<file path="config.mk">
export PLATFORM = sky130hd
export DESIGN_NAME = stack_ctrl
export DESIGN_NICKNAME = d
export VERILOG_FILES = /design/src/rtl/stack_ctrl.sv
export SDC_FILE = /design/constraint.sdc
export NUM_CORES = 1
export LEC_CHECK = 0
export CAP_MARGIN = 5
export CORE_MARGIN = 5
export CORE_UTILIZATION = 53
export CTS_CLUSTER_DIAMETER = 150
export DETAILED_ROUTE_END_ITERATION = 10
export PLACE_DENSITY = 0.86
export RECOVER_POWER = 25
export SLEW_MARGIN = 20
export SYNTH_ARGS = -nofsm -noshare
export SYNTH_HDL_FRONTEND = slang
export SYNTH_SLANG_ARGS = --single-unit
</file>
<file path="constraint.sdc">
create_clock -name clk -period 5 [get_ports clk]
set_clock_uncertainty 0.05 [all_clocks]
set_input_delay 0.5 -clock clk [delete_from_list [all_inputs] [get_ports clk]]
set_output_delay 0.5 -clock clk [all_outputs]
set_load 0.02 [all_outputs]
</file>
<file path="src/rtl/stack_ctrl.sv">
// -----------------------------------------------------------------------------
// stack_ctrl
//   Address and occupancy controller for a downward-growing hardware stack
//   occupying the RAM window [LIMIT..BASE]. Produces the RAM address for
//   push / pop / replace-top operations, tracks occupancy, full/empty state,
//   sticky overflow/underflow errors and a high-water mark.
//
//   The stack RAM write enable is not generated here. The control unit must
//   gate the RAM write with ~o_full so a rejected push never corrupts memory.
//
//   Optional feature macro: STACK_CTRL_LOAD_EN
//     Adds i_sp_load / i_sp_din so software can restore a saved stack pointer
//     on a context switch. Without the macro, sp changes only through
//     push, pop or rst.
// -----------------------------------------------------------------------------
module stack_ctrl #(
    parameter int ADDR_WIDTH = 8,
    parameter int BASE       = 2**ADDR_WIDTH - 1,
    parameter int LIMIT      = 0
) (
    input  logic                  clk,
    input  logic                  rst,
    input  logic                  i_push,
    input  logic                  i_pop,
    input  logic                  i_err_clr,
`ifdef STACK_CTRL_LOAD_EN
    input  logic                  i_sp_load,
    input  logic [ADDR_WIDTH-1:0] i_sp_din,
`endif
    output logic [ADDR_WIDTH-1:0] o_addr,
    output logic [ADDR_WIDTH:0]   o_level,
    output logic                  o_empty,
    output logic                  o_full,
    output logic                  o_ovf_err,
    output logic                  o_udf_err,
    output logic [ADDR_WIDTH:0]   o_hwm
);

    localparam int                    DEPTH   = BASE - LIMIT + 1;
    localparam logic [ADDR_WIDTH:0]   DEPTH_L = (ADDR_WIDTH+1)'(DEPTH);
    localparam logic [ADDR_WIDTH-1:0] BASE_A  = ADDR_WIDTH'(BASE);

    // State: sp points at the next free slot; level is tracked independently
    // because with a full-size window sp alone cannot tell empty from full.
    logic [ADDR_WIDTH-1:0] r_sp;
    logic [ADDR_WIDTH:0]   r_level;
    logic                  r_ovf_err;
    logic                  r_udf_err;
    logic [ADDR_WIDTH:0]   r_hwm;

    logic                  w_empty;
    logic                  w_full;
    logic                  w_push_path;
    logic                  w_pop_only;
    logic [ADDR_WIDTH-1:0] w_sp_nxt;
    logic [ADDR_WIDTH:0]   w_level_nxt;
    logic                  w_ovf_set;
    logic                  w_udf_set;
    logic [ADDR_WIDTH:0]   w_hwm_base;
    logic [ADDR_WIDTH:0]   w_hwm_nxt;

    assign w_empty = (r_level == '0);
    assign w_full  = (r_level == DEPTH_L);

    // A push together with a pop on an empty stack has no top to replace,
    // so it behaves exactly like a plain push.
    assign w_push_path = i_push & (~i_pop | w_empty);
    assign w_pop_only  = i_pop & ~i_push;

`ifdef STACK_CTRL_LOAD_EN
    logic [ADDR_WIDTH:0] w_load_level;
    logic                w_load_ok;

    // Occupancy implied by a restored sp; out-of-window values wrap to a
    // level beyond DEPTH and are rejected.
    assign w_load_level = {1'b0, BASE_A} - {1'b0, i_sp_din};
    assign w_load_ok    = (i_sp_din <= BASE_A) && (w_load_level <= DEPTH_L);
`endif

    // Push writes the free slot at sp; everything else addresses the top
    // entry at sp+1 (pop, replace-top, idle peek).
    assign o_addr = w_push_path ? r_sp : r_sp + ADDR_WIDTH'(1);

    // Next-state decode for sp, level and error set requests.
    always_comb begin
        // NOTE: every signal gets a default first so no path can infer a latch.
        w_sp_nxt    = r_sp;
        w_level_nxt = r_level;
        w_ovf_set   = 1'b0;
        w_udf_set   = 1'b0;
`ifdef STACK_CTRL_LOAD_EN
        if (i_sp_load) begin
            if (w_load_ok) begin
                w_sp_nxt    = i_sp_din;
                w_level_nxt = w_load_level;
            end else begin
                w_ovf_set = 1'b1;
            end
        end else begin
`else
        begin
`endif
            if (w_push_path) begin
                if (!w_full) begin
                    w_sp_nxt    = r_sp - ADDR_WIDTH'(1);
                    w_level_nxt = r_level + (ADDR_WIDTH+1)'(1);
                end else begin
                    w_ovf_set = 1'b1;
                end
            end else if (w_pop_only) begin
                if (!w_empty) begin
                    w_sp_nxt    = r_sp + ADDR_WIDTH'(1);
                    w_level_nxt = r_level - (ADDR_WIDTH+1)'(1);
                end else begin
                    w_udf_set = 1'b1;
                end
            end
            // push & pop on a non-empty stack: replace top, nothing moves.
        end
    end

    // High-water mark follows the next level; err_clr restarts it from the
    // level being entered this cycle rather than from zero.
    assign w_hwm_base = i_err_clr ? '0 : r_hwm;
    assign w_hwm_nxt  = (w_level_nxt > w_hwm_base) ? w_level_nxt : w_hwm_base;

    // State registers; a new error in the same cycle as err_clr wins.
    always_ff @(posedge clk or posedge rst) begin
        if (rst) begin
            r_sp      <= BASE_A;
            r_level   <= '0;
            r_ovf_err <= 1'b0;
            r_udf_err <= 1'b0;
            r_hwm     <= '0;
        end else begin
            // NOTE: non-blocking assignments keep every register sampling the
            // pre-edge values, independent of statement order.
            r_sp      <= w_sp_nxt;
            r_level   <= w_level_nxt;
            r_ovf_err <= w_ovf_set | (r_ovf_err & ~i_err_clr);
            r_udf_err <= w_udf_set | (r_udf_err & ~i_err_clr);
            r_hwm     <= w_hwm_nxt;
        end
    end

    assign o_level   = r_level;
    assign o_empty   = w_empty;
    assign o_full    = w_full;
    assign o_ovf_err = r_ovf_err;
    assign o_udf_err = r_udf_err;
    assign o_hwm     = r_hwm;

endmodule

</file>
==> impl_results.md, run 1 <==
- Rows: 22
- Tot Pwr: 1.65 mW
- Mapped cell area: 2040 µm²
- Port bufs: 34
- Worst Hold Class: flop to flop
- Rel. slew slack: -1.34%
- Arrival time of the worst setup path: 4130 ps
- Seq/Total Area, Yosys: 34.9%
- Clock Path Buffers: 2
- Non-Filler Instances: 290
- CTS Root Buffer Type: clkbuf_8
- Leading area contributor after synthesis: dfrtp_1
- Chip width: 72.0 µm
- Setup Crit Path Kind: flop to flop
- Max-cap violations: 1
- ANT nets after route: 0
- Synth Area per Inst: 9.56 µm²
- Synth area leaders: dfrtp_1, dfstp_2, ha_1
- Die Area: 5180 µm²
- GRT overflow: 0
- RD Place Congestion: 0.841
- Hold violation count in the final report: 0
- Yosys top cell area share: 24.6%
- Io pins: 35
- Synth Flop Type: dfrtp_1
- Post_cts resized: 0
- Setup tns final: 0 ps
- Remaining DRCs: 0
- RSZ-0062 raised after global routing: no
- Startpoint Class: flop
- CTS Hold Bufs: 0
- Largest net degree at the start of global routing: 29
- Max Freq: 250 MHz
- Slew @ Worst Pin: 1520 ps
- CTS tree: done
- DR vias/cell: 5.73
- Slew Viols, Final: 29
- Failing checks: capacitance limit, slew limit
- FF+latch count, synth: 28
- HPWL after DPL: 3.40 mm
- CTS Sinks: 28
- CTS H-tree lvls: 1
- DIE HEIGHT: 72.0 µm
- TritonCTS buffer count: 3
- Fraction of registers with async set/reset: 100%
- Post-synth EDFFs: 0
- Nets: 263
- Maximum fanout along the worst path: 9
- N_diodes: 0
- Area growth syn-to-layout: 20.3%
- GRT Total Usage: 18.5%
- Endpoints failing setup: 0
- Leakage: 1.07 nW
- Clock transition at path regs: 100 ps
- Pwr/cell area: 673 nW/µm²
- Placed cells: 286
- Synth warn: 0
- Number of global-route vias before repair: 1,659
- Status: finished, violations left
- 1st-iter DRT viols: 153
- Mapped Cells: 213
- Cell Area, Placed: 2380 µm²
- First-pass GRT wire length: 7.69 mm
- Share of post-route cells with drive strength above 1: 14.0%
- Synth cell types: 52
- Max rail drop VDD: 489 µV
- DR vias: 1,661
- Minimum clock period: 4000 ps
- Antenna violations before repair: 0
- Tcrit/Tclk final: 80.1%
- Avg WL per Cell: 15.8 µm
- CP Capture Type: flop
- Worst Path Required: 5130 ps
- Area of the core: 3690 µm²
- Initial Util: 55.2%
- Synth Net Count: 233
- Post-CTS setup buffer count: 0
- First drt pass iteration count: 4
- Final Cell Area: 2450 µm²
- Worst skew pair latency: 280 ps
- Total Wirelength: 4.60 mm
-- layout make-up --
cell class | count | area (µm²)
fillers | 300 | 1240
multi-input cells | 153 | 1180
flip-flops and latches | 28 | 711
repair buffers | 36 | 352
inverters | 21 | 78.8
well taps | 48 | 60.1
clock buffers | 3 | 41.3
clock inverters | 1 | 30.0
-- power by group --
group	total, mW	switching, mW	internal [mW]
Clock	0.183	0.0754	0.107
Combinational	0.977	0.503	0.474
Sequential	0.487	0.141	0.347
Total	1.65	0.719	0.928
-- layer usage --
metal	routed length, µm	track usage [%]
met5	0	0
met4	68	5.85
met1	2090	25.7
met3	263	4.29
met2	2180	28.8
-- cells in the mapped netlist, types with 2 or more instances --
cell and instances:
inv_1 21, dfrtp_1 20, ha_1 15, a21oi_1 13, nor2_1 11, xor2_1 11
nand2_1 10, nor2b_1 9, dfstp_2 8, nand3_1 8, xnor2_1 7, mux2_2 6
o21ai_2 6, clkbuf_1 5, nand4_1 5, nor3_1 4, o21ai_1 4, a22o_1 3
buf_6 3, and2_1 2, and3_1 2, buf_2 2, mux2i_1 2, nand4b_1 2
nor4_1 2, o31a_1 2, o31ai_1 2, o41ai_1 2, or2_2 2, or3_1 2
-- critical path, stage by stage, from the launching register on --
cell and delay [ps]:
dfrtp_1 500, inv_1 120, ha_1 210, or3b_1 530, o31ai_4 440, and2_1 340, o32ai_2 170, ha_1 330
nand2b_1 60, a21oi_1 150, o41ai_1 80, a21oi_1 350, buf_4 240, mux2_2 340
-- worst paths after layout --
path | start | endpoint | slack, ps | cells past startpoint
worst min-delay path | r_sp[7] | r_sp[7] | 450 | 1
max in group asynchronous | rst | o_udf_err | 2900 | 3
worst max-delay path | o_level[0] | o_hwm[8] | 1000 | 13
worst min register to register | r_sp[7] | r_sp[7] | 450 | 1
worst max register to register | o_level[0] | o_hwm[8] | 1000 | 13
min in group asynchronous | rst | o_hwm[2] | 1120 | 3
-- registers in the layout, indices dropped and copies added (netlist names) --
signal / cells
o_hwm: 9
o_level: 9
o_ovf_err: 1
o_udf_err: 1
r_sp: 8
-- kinds of logic after synthesis --
logic type / count (synthesis) / synth area share [%]
compound gates: 45 / 17.3
xor+xnor: 19 / 8.54
fa+ha+maj: 15 / 9.22
buf+inv: 32 / 7.31
flops: 28 / 34.9
mux: 9 / 5.04
simple gates: 65 / 17.6
-- cell usage in the layout, fill, tap and decap left out, types with 3 or more instances in the layout --
cell	Yosys	routed
clkdlybuf4s50_1	0	33
inv_1	21	21
dfrtp_1	20	20
ha_1	15	15
a21oi_1	13	13
nor2_1	11	11
xor2_1	11	11
nand2_1	10	10
nor2b_1	9	9
nand3_1	8	8
dfstp_2	8	8
xnor2_1	7	7
o21ai_2	6	6
mux2_2	6	6
nand4_1	5	5
nor3_1	4	4
o21ai_1	4	4
a22o_1	3	3
clkbuf_8	0	3
-- stage by stage --
stage          utilization [%]  hold slack, ps  setup slack (ps)
2_1_floorplan                -             425              1260
3_3_place_gp              64.6             432               952
3_5_place_dp              64.6             436               872
4_1_cts                   66.5             451              1000
5_1_grt                   66.4             479               754
6_report                  66.4             448               996
(Power assumes the default switching activity.)
==> inputs of run 2 (changes only) <==
- CORE_UTILIZATION: 53 -> 48
- PLACE_DENSITY: 0.86 -> 0.82
- clock period: 5 -> 3.4 ns (I/O delays scaled with it)
==> run 2 against run 1 <==
The run now ends clean. Clock power up 8%. Largest cell class unchanged. Flip-flop and latch count unchanged. Critical path type unchanged. First-iteration DRC count down 1.3%. Via count up 11%. Routed wire length up 25%. Highest routed layer unchanged.
==> impl_results.md, run 2 (synthesized netlist as in run 1, its figures left out) <==
- Number of global-route vias before repair: 1,819 (was 1,659)
- Io pins: 35 (unchanged)
- Fin util: 69.8% (was 66.4%)
- GRT Total Usage: 20.4% (was 18.5%)
- Slew Viols, Final: 0 (was 29)
- First drt pass iteration count: 4 (unchanged)
- Remaining DRCs: 0 (unchanged)
- Setup tns final: 0 ps (unchanged)
- Tot Pwr: 3.02 mW (was 1.65 mW)
- Worst hold margin: 475 ps (was 448 ps)
- Slew @ Worst Pin: 966 ps (was 1520 ps)
- CTS H-tree lvls: 1 (unchanged)
- RD Place Congestion: 0.870 (was 0.841)
- Tcrit/Tclk final: 98.8% (was 80.1%)
- Worst Hold Path EP: r_sp[7] (unchanged)
- R2R depth: 14 (was 13)
- DIE HEIGHT: 75.1 µm (was 72.0 µm)
- Nets: 295 (was 263)
- Leakage: 1.26 nW (was 1.07 nW)
- Total Wirelength: 5.74 mm (was 4.60 mm)
- Startpoint Class: flop (unchanged)
- Maximum fanout along the worst path: 6 (was 9)
- Cells on Worst Hold Path: 1 (unchanged)
- Antenna violations before repair: 0 (unchanged)
- Worst r2r src: o_level[1] (was o_level[0])
- N_diodes: 0 (unchanged)
- DR vias: 1,846 (was 1,661)
- CTS Root Buffer Type: clkbuf_8 (unchanged)
- Pwr/cell area: 1060 nW/µm² (was 673 nW/µm²)
- CP Capture Type: flop (unchanged)
- Avg WL per Cell: 17.7 µm (was 15.8 µm)
- Chip width: 75.1 µm (was 72.0 µm)
- Clock transition at path regs: 100 ps (about the same)
- DR WL met2: 2.81 mm (was 2.18 mm)
- Max rail drop VDD: 588 µV (was 489 µV)
- Setup Crit Path Kind: flop to flop (unchanged)
- CTS tree: done (unchanged)
- Rel. slew slack: 35.2% (was -1.34%)
- Reg2Reg Capture Point: o_hwm[6] (was o_hwm[8])
- Hold violation count in the final report: 0 (unchanged)
- Initial Util: 50.2% (was 55.2%)
- HPWL after DPL: 3.88 mm (was 3.40 mm)
- Min-delay src: r_sp[7] (unchanged)
- Area growth syn-to-layout: 39.2% (was 20.3%)
- First-pass GRT wire length: 8.76 mm (was 7.69 mm)
- # fillers: 299 (was 300)
- CTS Hold Bufs: 0 (unchanged)
- 1st-iter DRT viols: 151 (was 153)
- Highest metal used: met4 (unchanged)
- Placed cells: 312 (was 286)
- Status: finished, final reports clean (was finished, violations left)
- Clock Path Buffers: 2 (unchanged)
- Non-Filler Instances: 324 (was 290)
- Sequential cell area: 713 µm² (was 711 µm²)
- Worst skew pair latency: 280 ps (about the same)
- DR vias/cell: 5.70 (was 5.73)
- Area of the core: 4060 µm² (was 3690 µm²)
- Worst Path Required: 3530 ps (was 5130 ps)
- Largest net degree at the start of global routing: 26 (was 29)
- Arrival time of the worst setup path: 3490 ps (was 4130 ps)
- Endpoints failing setup: 0 (unchanged)
- Die Area: 5640 µm² (was 5180 µm²)
- Rows: 23 (was 22)
- Area of the multi-input gates: 1310 µm² (was 1180 µm²)
- RSZ-0062 raised after global routing: yes (was no)
- TritonCTS buffer count: 3 (unchanged)
- Max Freq: 298 MHz (was 250 MHz)
- Minimum clock period: 3360 ps (was 4000 ps)
- ANT nets after route: 0 (unchanged)
- CTS Sinks: 28 (unchanged)
- Share of post-route cells with drive strength above 1: 30.7% (was 14.0%)
- R2R setup slack: 40 ps (was 1000 ps)
- GRT overflow: 0 (unchanged)
- M1 WL: 2.53 mm (was 2.09 mm)
- Met3 wire len: 302 µm (was 263 µm)
- Max-cap violations: 0 (was 1)
- Most frequent cells in the layout: clkdlybuf4s50_1, buf_4, dfrtp_1 (was clkdlybuf4s50_1, inv_1, dfrtp_1)
- Worst Hold Class: flop to flop (unchanged)
- Port bufs: 34 (unchanged)
- Commonest non-fill, non-tap cell in the layout: clkdlybuf4s50_1 (unchanged)
-- run 2: cell types whose count changed in the layout (fill, tap and decap cells not counted), moves of 3 or more --
cell | previous run | this run
mux2_4 | 1 | 7
inv_1 | 21 | 17
mux2_2 | 6 | 0
buf_6 | 0 | 6
buf_4 | 1 | 28
a21oi_1 | 13 | 10
ha_1 | 15 | 12
-- run 2: stage by stage --
step | cell area (µm²) | setup WS (ps)
global placement | 2610 | 69.1
global route | 2830 | -54.9
detailed placement | 2610 | -33.5
finish | 2830 | 42.1
CTS | 2710 | 5.46
floorplan | 2090 | -45.1
-- run 2: worst max path at each step --
stage | cells past startpoint | from | endpoint | slack [ps]
6_report | 14 | o_level[1] | o_hwm[6] | 40
5_1_grt | 14 | o_level[1] | o_hwm[6] | -50
4_1_cts | 14 | o_level[1] | o_hwm[4] | 5
3_5_place_dp | 13 | o_level[1] | o_hwm[7] | -30
3_3_place_gp | 13 | o_level[1] | o_hwm[6] | 70
2_1_floorplan | 14 | o_level[0] | o_hwm[1] | -50
-- run 2: critical path, cell delays in order, from the launching register on --
cell and delay, ps:
dfrtp_2 440, inv_4 80, ha_4 130, or3b_4 400, buf_6 150, o31a_1 270, a31o_4 250, xnor2_4 180
ha_2 210, nand2b_4 120, a21oi_2 60, o41ai_4 340, a21oi_4 120, buf_6 150, mux2_4 290
-- run 2: what timing repair did --
| action | CTS | global route |
|---|---|---|
| resized for setup | 7 | 17 |
| endpoints found under the setup margin | 9 | 12 |
| pin swaps | 2 | 14 |
| setup buffers | 3 | 5 |
-- run 2: report_power, final --
group	internal (mW)	total, mW	switching, mW
registers	0.513	0.652	0.140
clock network	0.0845	0.198	0.113
logic	1.12	2.17	1.05
-- run 2: metal layers --
metal,up-vias,global-route usage [%]
li1,875,-
met1,895,27.0
met2,67,33.9
met3,9,3.60
met4,0,6.13
met5,-,0
-- run 2: final cells by class --
type	count	share of cell area, %
Multi-Input combinational cell	153	46.4
Sequential cell	28	25.2
Clock buffer	4	1.59
Tap cell	50	2.21
Timing Repair Buffer	68	21.8
Inverter	21	2.87
==> inputs of run 3 (changes only) <==
- CORE_UTILIZATION: 48 -> 53
- PLACE_DENSITY: 0.82 -> 0.86
- clock period: 3.4 -> 3.5 ns (I/O delays scaled with it)
==> run 3 against run 2 <==
Clock power hardly changed. Register-to-register slack worse by 30 ps. Sequential power is 3.7% lower. Highest routed layer unchanged. Critical path type unchanged. Worst hold slack worse by 26 ps. Via count is 2.1% higher. Fmax is 3.7% lower. Power is 6.1% lower. Global-route usage is 0.32 points lower. Sequential share of layout area is 0.44 points higher. Non-clock buffer count is 1 lower. Clock-buffer cell count stayed put.
==> impl_results.md, run 3 (synthesized netlist as in run 1, its figures left out) <==
- Status: finished, final reports clean (unchanged)
- Clock Path Buffers: 2 (unchanged)
- Minimum clock period: 3490 ps (was 3360 ps)
- Antenna violations before repair: 0 (unchanged)
- Remaining DRCs: 0 (unchanged)
- Leakage: 1.25 nW (was 1.26 nW)
- Port bufs: 34 (unchanged)
- Clock share of power: 7.0% (was 6.6%)
- NetSw: 1.22 mW (was 1.30 mW)
- CTS Hold Bufs: 0 (unchanged)
- Crit-path leading delay family: compound AO/OA/AOI/OAI gates (unchanged)
- Flop pwr share: 22.2% (was 21.6%)
- Area of the core: 3690 µm² (was 4060 µm²)
- Final Cell Area: 2790 µm² (was 2830 µm²)
- CP Capture Type: flop (unchanged)
- Hold violation count in the final report: 0 (unchanged)
- TritonCTS buffer count: 3 (unchanged)
- Worst Hold Class: flop to flop (unchanged)
- Switch share: 43.2% (about the same)
- Cell Area, Placed: 2600 µm² (was 2610 µm²)
- CTS Root Buffer Type: clkbuf_8 (unchanged)
- ANT nets after route: 0 (unchanged)
- Io pins: 35 (unchanged)
- GRT Total Usage: 20.1% (was 20.4%)
- Share of post-route cells with drive strength above 1: 29.7% (was 30.7%)
- Slew @ Worst Pin: 1060 ps (was 966 ps)
- CTS Sinks: 28 (unchanged)
- Number of global-route vias before repair: 1,743 (was 1,819)
- Die Area: 5180 µm² (was 5640 µm²)
- First-pass GRT wire length: 8.34 mm (was 8.76 mm)
- Slew Viols, Final: 0 (unchanged)
- DR vias/cell: 5.87 (was 5.70)
- Endpoints failing setup: 0 (unchanged)
- Maximum fanout along the worst path: 8 (was 6)
- Initial Util: 55.2% (was 50.2%)
- Rel. slew slack: 29.2% (was 35.2%)
- Chip width: 72.0 µm (was 75.1 µm)
- DIE HEIGHT: 72.0 µm (was 75.1 µm)
- Setup Crit Path Kind: flop to flop (unchanged)
- Area growth syn-to-layout: 36.8% (was 39.2%)
- Max rail drop VDD: 774 µV (was 588 µV)
- RD Place Congestion: 0.856 (was 0.870)
- Largest net degree at the start of global routing: 29 (was 26)
- RSZ-0062 raised after global routing: yes (unchanged)
- Tot Pwr: 2.83 mW (was 3.02 mW)
- Startpoint Class: flop (unchanged)
- Arrival time of the worst setup path: 3600 ps (was 3490 ps)
- Worst skew pair latency: 270 ps (was 280 ps)
- Worst hold margin: 449 ps (was 475 ps)
- Worst Path Required: 3620 ps (was 3530 ps)
- Most frequent cells in the layout: clkdlybuf4s50_1, buf_4, inv_1, dfrtp_1, ha_1 (was clkdlybuf4s50_1, buf_4, dfrtp_1)
- GRT overflow: 0 (unchanged)
- Max Freq: 287 MHz (was 298 MHz)
- Clock transition at path regs: 90 ps (was 100 ps)
- P_int: 1.61 mW (was 1.71 mW)
- Avg WL per Cell: 17.2 µm (was 17.7 µm)
- # fillers: 254 (was 299)
- Pwr/cell area: 1020 nW/µm² (was 1060 nW/µm²)
- Critical path buffer and inverter count: 2 (was 3)
- CTS tree: done (unchanged)
- Max-cap violations: 0 (unchanged)
- DR vias: 1,884 (was 1,846)
- HPWL after DPL: 3.69 mm (was 3.88 mm)
- Worst path slowest cell: dfrtp_2 (unchanged)
- Max incr delay on CP: 420 ps (was 440 ps)
- Nets: 294 (was 295)
- Total Wirelength: 5.51 mm (was 5.74 mm)
- Tcrit/Tclk final: 99.6% (was 98.8%)
- CTS H-tree lvls: 1 (unchanged)
- 1st-iter DRT viols: 153 (was 151)
- Rows: 22 (was 23)
- First drt pass iteration count: 5 (was 4)
- Combinational Power Share: 70.8% (was 71.8%)
- Crit-path cells: inv_2 > ha_4 > or3b_4 > o31ai_2 > o22ai_1 > xor2_1 > ha_1 > o21ai_0 > a21oi_1 > o41ai_4 > a21oi_4 > buf_12 > mux2_2 (was inv_4 > ha_4 > or3b_4 > buf_6 > o31a_1 > a31o_4 > xnor2_4 > ha_2 > nand2b_4 > a21oi_2 > o41ai_4 > a21oi_4 > buf_6 > mux2_4)
- N_diodes: 0 (unchanged)
- Commonest non-fill, non-tap cell in the layout: clkdlybuf4s50_1 (unchanged)
## run 3: final cells by class
cell class	count	area, µm²	share of cell area, %
Tap cell	48	60.1	2.16
Multi-Input combinational cell	153	1270	45.7
Sequential cell	28	713	25.6
Timing Repair Buffer	67	604	21.7
Inverter	21	78.8	2.83
Clock buffer	4	55.1	1.98
## run 3: path summary, 6_finish.rpt
path	slack, ps	start	end	cells past startpoint
setup / recovery	10	o_level[1]	o_hwm[4]	13
hold / removal	450	r_sp[7]	r_sp[7]	1
setup reg to reg	10	o_level[1]	o_hwm[4]	13
hold reg to reg	450	r_sp[7]	r_sp[7]	1
max in group asynchronous	1970	rst	o_level[1]	2
min in group asynchronous	720	rst	o_hwm[2]	2
## run 3: routing by layer
| metal | routed length (µm) | vias up | global-route usage [%] |
|---|---|---|---|
| li1 | - | 870 | - |
| met1 | 2390 | 921 | 28.7 |
| met2 | 2710 | 80 | 31.1 |
| met3 | 319 | 13 | 3.19 |
| met4 | 91 | 0 | 6.47 |
| met5 | 0 | - | 0 |
## run 3: worst reg2reg max path: stages, from the launching register on
cell and delay (ps):
dfrtp_2 420, inv_2 80, ha_4 140, or3b_4 390, o31ai_2 420, o22ai_1 150
xor2_1 190, ha_1 320, o21ai_0 120, a21oi_1 290, o41ai_4 150, a21oi_4 190
buf_12 140, mux2_2 330
## run 3: per-stage QoR
step / setup TNS, ps / setup WS (ps) / instances / utilization [%]
floorplan: -144 / -24.1 / 213 / -
global placement: -336 / -55.6 / 313 / 70.4
detailed placement: -768 / -105 / 313 / 70.4
CTS: 0 / 61.3 / 317 / 72.2
global route: -503 / -82.8 / 321 / 75.5
finish: 0 / 12.4 / 321 / 75.5
## run 3: power by group through the flow
stage	registers [mW]	clock network, mW	logic, mW
after CTS	0.618	0.204	1.72
after global routing	0.648	0.220	2.14
after global placement	0.617	0	1.65
final	0.628	0.200	2.00
after detailed placement	0.620	0	1.69
after floorplan	0.714	0	0.926
## run 3: what timing repair did
action,4_1_cts,5_1_grt
setup buffers,0,5
gates resized for setup,2,17
pin swaps,1,8
endpoints found under the setup margin,9,11
